`config.mk`:
```
export PLATFORM = sky130hd
export DESIGN_NAME = captura_numero_teclado
export DESIGN_NICKNAME = d
export VERILOG_FILES = /design/src/rtl/teclado_pkg.sv /design/src/rtl/detector_flanco.sv /design/src/rtl/captura_numero_teclado.sv
export SDC_FILE = /design/constraint.sdc
export NUM_CORES = 1
export LEC_CHECK = 0
export ABC_AREA = 1
export CAP_MARGIN = 20
export CORE_UTILIZATION = 62
export CTS_CLUSTER_DIAMETER = 120
export DETAILED_ROUTE_END_ITERATION = 10
export DONT_BUFFER_PORTS = 1
export PLACE_DENSITY = 0.88
export RECOVER_POWER = 100
export SYNTH_ARGS = -nofsm -noshare
export SYNTH_HDL_FRONTEND = slang
export SYNTH_SLANG_ARGS = --single-unit
```
`constraint.sdc`:
```
create_clock -name clk_i -period 1.8 [get_ports clk_i]
set_clock_uncertainty 0.1 [all_clocks]
set_input_delay 0.54 -clock clk_i [delete_from_list [all_inputs] [get_ports clk_i]]
set_output_delay 0.54 -clock clk_i [all_outputs]
set_load 0.03 [all_outputs]
```
`src/rtl/teclado_pkg.sv`:
```
// ---------------------------------------------------------------------------
// teclado_pkg
// Shared definitions for the keypad number-capture logic: the two special
// key codes, the capture FSM state type and a helper that sorts a raw key
// code into digit / clear / enter.
// ---------------------------------------------------------------------------
package teclado_pkg;

    localparam logic [3:0] TECLA_BORRAR = 4'hE;
    localparam logic [3:0] TECLA_ENTER  = 4'hF;

    typedef enum logic [1:0] {
        IDLE,
        ENTRADA,
        SALIDA
    } estado_captura_t;

    typedef enum logic [1:0] {
        CLASE_DIGITO,
        CLASE_BORRAR,
        CLASE_ENTER
    } clase_tecla_t;

    // Anything that is not one of the two command keys is a digit (0x0-0xD).
    function automatic clase_tecla_t clasificar_tecla(input logic [3:0] tecla);
        clase_tecla_t clase;
        if (tecla == TECLA_BORRAR) begin
            clase = CLASE_BORRAR;
        end else if (tecla == TECLA_ENTER) begin
            clase = CLASE_ENTER;
        end else begin
            clase = CLASE_DIGITO;
        end
        return clase;
    endfunction

endpackage

```
`src/rtl/detector_flanco.sv`:
```
// ---------------------------------------------------------------------------
// detector_flanco
// Rising-edge detector for a level flag. The previous-value register resets
// to 1 so a flag that is already high when reset is released does not look
// like a fresh edge.
//
// Ports:
//   clk_i     - system clock
//   reset_i   - asynchronous active-high reset
//   nivel_i   - level input to watch
//   flanco_o  - high for the cycle in which nivel_i is 1 and was 0 before
// ---------------------------------------------------------------------------
module detector_flanco (
    input  logic clk_i,
    input  logic reset_i,
    input  logic nivel_i,
    output logic flanco_o
);

    logic previo_q;

    // Remember last cycle's level; a held flag therefore produces one edge.
    always_ff @(posedge clk_i or posedge reset_i) begin
        if (reset_i) begin
            previo_q <= 1'b1;
        end else begin
            previo_q <= nivel_i;
        end
    end

    assign flanco_o = nivel_i & ~previo_q;

endmodule

```
`src/rtl/captura_numero_teclado.sv`:
```
// ---------------------------------------------------------------------------
// captura_numero_teclado
// Assembles up to NUM_DIGITOS hex digits from the keypad into one number.
// Key 0xE clears the entry, key 0xF hands the number to the next stage over
// a valid/ready handshake. The partial number and digit count are exposed
// continuously for a live display.
//
// Ports:
//   clk_i              - system clock
//   reset_i            - asynchronous active-high reset
//   dato_codificado_i  - 4-bit key code, stable while data_available_i is high
//   data_available_i   - level flag, one key per 0->1 transition
//   numero_o           - finished number, meaningful while valid_o = 1
//   valid_o            - finished number available
//   ready_i            - downstream takes numero_o when valid_o & ready_i
//   numero_parcial_o   - accumulator contents
//   cuenta_digitos_o   - digits currently accumulated
//   tecla_ignorada_o   - one-cycle pulse for each discarded key
// ---------------------------------------------------------------------------
module captura_numero_teclado
    import teclado_pkg::*;
#(
    parameter int NUM_DIGITOS = 4
) (
    input  logic                               clk_i,
    input  logic                               reset_i,
    input  logic [3:0]                         dato_codificado_i,
    input  logic                               data_available_i,
    output logic [4*NUM_DIGITOS-1:0]           numero_o,
    output logic                               valid_o,
    input  logic                               ready_i,
    output logic [4*NUM_DIGITOS-1:0]           numero_parcial_o,
    output logic [$clog2(NUM_DIGITOS+1)-1:0]   cuenta_digitos_o,
    output logic                               tecla_ignorada_o
);

    localparam int W  = 4 * NUM_DIGITOS;
    localparam int CW = $clog2(NUM_DIGITOS + 1);
    localparam logic [CW-1:0] MAX_CUENTA = CW'(NUM_DIGITOS);

    estado_captura_t estado_q, estado_d;
    logic [W-1:0]    acum_q, acum_d;
    logic [W-1:0]    numero_q, numero_d;
    logic [CW-1:0]   cuenta_q, cuenta_d;
    logic            ignorada_q, ignorada_d;
    logic            evento;
    clase_tecla_t    clase;

    detector_flanco u_detector_flanco (
        .clk_i    (clk_i),
        .reset_i  (reset_i),
        .nivel_i  (data_available_i),
        .flanco_o (evento)
    );

    assign clase = clasificar_tecla(dato_codificado_i);

    // State and datapath registers. Reset wipes any pending result at once.
    always_ff @(posedge clk_i or posedge reset_i) begin
        if (reset_i) begin
            estado_q   <= IDLE;
            acum_q     <= '0;
            numero_q   <= '0;
            cuenta_q   <= '0;
            ignorada_q <= 1'b0;
        end else begin
            estado_q   <= estado_d;
            acum_q     <= acum_d;
            numero_q   <= numero_d;
            cuenta_q   <= cuenta_d;
            ignorada_q <= ignorada_d;
        end
    end

    // Next-state logic. The shift is written as a left shift plus OR so it
    // also works when only one digit fits (it then acts as a plain load).
    // Digits beyond capacity are dropped rather than shifting older ones out.
    // While a result is pending every key, clear included, is discarded so
    // the number offered downstream cannot change under the handshake.
    always_comb begin
        estado_d   = estado_q;
        acum_d     = acum_q;
        numero_d   = numero_q;
        cuenta_d   = cuenta_q;
        ignorada_d = 1'b0;
        case (estado_q)
            IDLE: begin
                if (evento) begin
                    if (clase == CLASE_DIGITO) begin
                        acum_d   = W'(dato_codificado_i);
                        cuenta_d = CW'(1);
                        estado_d = ENTRADA;
                    end else if (clase == CLASE_ENTER) begin
                        ignorada_d = 1'b1;
                    end
                end
            end
            ENTRADA: begin
                if (evento) begin
                    if (clase == CLASE_DIGITO) begin
                        if (cuenta_q < MAX_CUENTA) begin
                            acum_d   = (acum_q << 4) | W'(dato_codificado_i);
                            cuenta_d = cuenta_q + CW'(1);
                        end else begin
                            ignorada_d = 1'b1;
                        end
                    end else if (clase == CLASE_BORRAR) begin
                        acum_d   = '0;
                        cuenta_d = '0;
                        estado_d = IDLE;
                    end else begin
                        numero_d = acum_q;
                        estado_d = SALIDA;
                    end
                end
            end
            SALIDA: begin
                if (evento) begin
                    ignorada_d = 1'b1;
                end
                if (ready_i) begin
                    acum_d   = '0;
                    cuenta_d = '0;
                    estado_d = IDLE;
                end
            end
            default: begin
                estado_d = IDLE;
            end
        endcase
    end

    assign valid_o          = (estado_q == SALIDA);
    assign numero_o         = numero_q;
    assign numero_parcial_o = acum_q;
    assign cuenta_digitos_o = cuenta_q;
    assign tecla_ignorada_o = ignorada_q;

endmodule

```
==> out/metrics.csv <==
metric,value,unit
grt.total_usage,25.3,%
synth_nets,248,
cts.sinks,39,
finalCriticalPeriod,1.81,ns
finalMaxSlewViolations,0,
avgSynthCellArea,8.38,µm²
final_cell_mix,"nand2_1 (65), dfrtp_1 (38), inv_1 (25), nand3_1 (23), o21ai_0 (16)",
place_inst,278,
grt_pass1_wl,6.41,mm
yosysTopAreaCell,dfrtp_1,
worstMarginPinSlew,0.442,ns
drt_drc_violations_left,0,
synth_area,1970,µm²
drt-initial-drc-count,72,
hpwlAfterDp,2.81,mm
die_w,58.3,µm
clkSlewWorstSetupHoldPaths,0.11,ns
worstSkewPairLatency,0.35,ns
portBuffers,0,
first_pass_iters,5,
drive_gt1_share,19.8,%
die_area,3400,µm²
num_io_pins,45,
start_util,65.0,%
pre_cts_ws,-0.0233,ns
grt_pass1_vias,1424,
fin_cells,291,
fin_ws,-0.0126,ns
synth_seq_cells,39,
fin_util,71.6,%
cts-root-buf,clkbuf_4,
drt_wl_total,4.04,mm
antenna_cells,0,
holdWs,0.0780,ns
maxCapViolations,0,
violations,negative setup slack,
tritoncts,yes,
clk_path_buf_depth,2,
antenna_found_initial,0,
leakagePower,1.07,nW
cp-start-kind,flip-flop,
chipHeight,58.3,µm
routedWlPerCell,13.9,µm
antenna_left,0,
rows,20,
worstPathArrival,1.17,ns
max_freq,0.552,GHz
cp-end-kind,output port,
cts_buffers,5,
n_fill_cell,240,
crit_type,flip-flop to output port,
fin_crit_sh,101,%
vias_per_cell,5.33,
nets,260,
cp_max_fo,3,
setup_viol,1,
synth_area_leaders,"dfrtp_1 (48%), nand2_1 (12%), nand3_1 (5.8%)",
outcome,"finished, violations left",
ys_warn_count,0,
worst_ep_required_time,1.16,ns
power.total,3.55,mW
syn_to_final_growth,10.1,%
min_path_type,primary input to flip-flop,
hold_violations,0,
power_density,1640,nW/µm²
rsz0062_at_grt,true,
grt_overflow,0,
ys_seq_area_share,49.7,%
irDropWorstVdd,1000,µV
place.gp.congestion,0.877,
core_area,3030,µm²
grt_start_max_net_pins,29,
htree_levels,2,
postSynthCellCount,235,
slew_headroom,70.5,%
netlist-cell-type-count,28,
post-synth-top-area-fraction,48.3,%
dr_total_vias,1551,
layout_commonest_cell,nand2_1,
[cell type report]
cell class	instances	area [µm²]	area share, %
clock inverters	1	5.00	0.231
clock buffers	6	51.3	2.37
flip-flops and latches	39	977	45.1
repair buffers	14	111	5.14
repair inverters	1	7.51	0.346
well taps	44	55.1	2.54
inverters	28	109	5.02
multi-input cells	158	851	39.3
[Yosys cell counts, drive strengths merged]
| cell | n |
|---|---|
| ha | 5 |
| nor3 | 8 |
| a21oi | 2 |
| inv | 28 |
| o21ai | 18 |
| xnor2 | 1 |
| nor2 | 14 |
| dfstp | 1 |
| a21boi | 2 |
| nand2 | 77 |
| dfrtp | 38 |
| nand3 | 25 |
| buf | 8 |
| nand4 | 6 |
| clkbuf | 2 |
[power by group]
| group | internal [mW] | switching (mW) |
|---|---|---|
| combinational | 0.585 | 1.07 |
| clock | 0.181 | 0.275 |
| sequential | 1.03 | 0.403 |
[final timing paths]
check	from	to	slack (ns)	depth (start not counted)
worst max-delay path	estado_q[1]	valid_o	-0.01	3
worst min-delay path	data_available_i	u_detector_flanco.previo_q	0.08	0
worst max register to register	estado_q[1]	numero_parcial_o[14]	0.05	9
worst min register to register	estado_q[1]	estado_q[1]	0.47	2
max in group asynchronous	reset_i	numero_parcial_o[8]	0.37	3
min in group asynchronous	reset_i	numero_parcial_o[15]	0.52	2
[per-stage QoR]
step / instance area, µm² / setup TNS, ns
after floorplan: 1970 / 0
after global placement: 2030 / 0
after detailed placement: 2030 / -0.145
after CTS: 2120 / -0.0214
after global routing: 2170 / -0.573
final: 2170 / -0.0126
[flip-flops by register name, summed over array words and instances, names as in the netlist]
name and flops:
numero_o 16, numero_parcial_o 16, cuenta_digitos_o 3, estado_q 2
tecla_ignorada_o 1, u_detector_flanco.previo_q 1
[routing by layer]
layer | share of wire [%] | vias to the layer above | track usage (%)
met3 | 6.8 | 8 | 7.03
met4 | 2.3 | 0 | 12.9
met1 | 44 | 719 | 32.5
met2 | 47 | 52 | 39.6
li1 | - | 772 | -
met5 | 0 | - | 0
[critical path, stage by stage (launching register included)]
cell and delay (ns):
dfrtp_1 0.42, buf_6 0.13, ha_4 0.15, buf_6 0.13
[cells by family after synthesis]
group,synth area share [%]
AO/OA/AOI/OAI,6.42
adder cells (fa/ha/maj),3.18
buffers and inverters,8.90
AND/OR/NAND/NOR,31.4
flip-flops,49.7
XOR/XNOR,0.445
[timing repair]
action,CTS,global route
hold buffers,1,0
cloned,0,1
setup endpoints to repair,19,23
resized for setup,3,11
buffers inserted,2,2
hold endpoints to repair,9,0
pin swaps,1,5
Note: power is estimated with default switching activity, not from simulation.
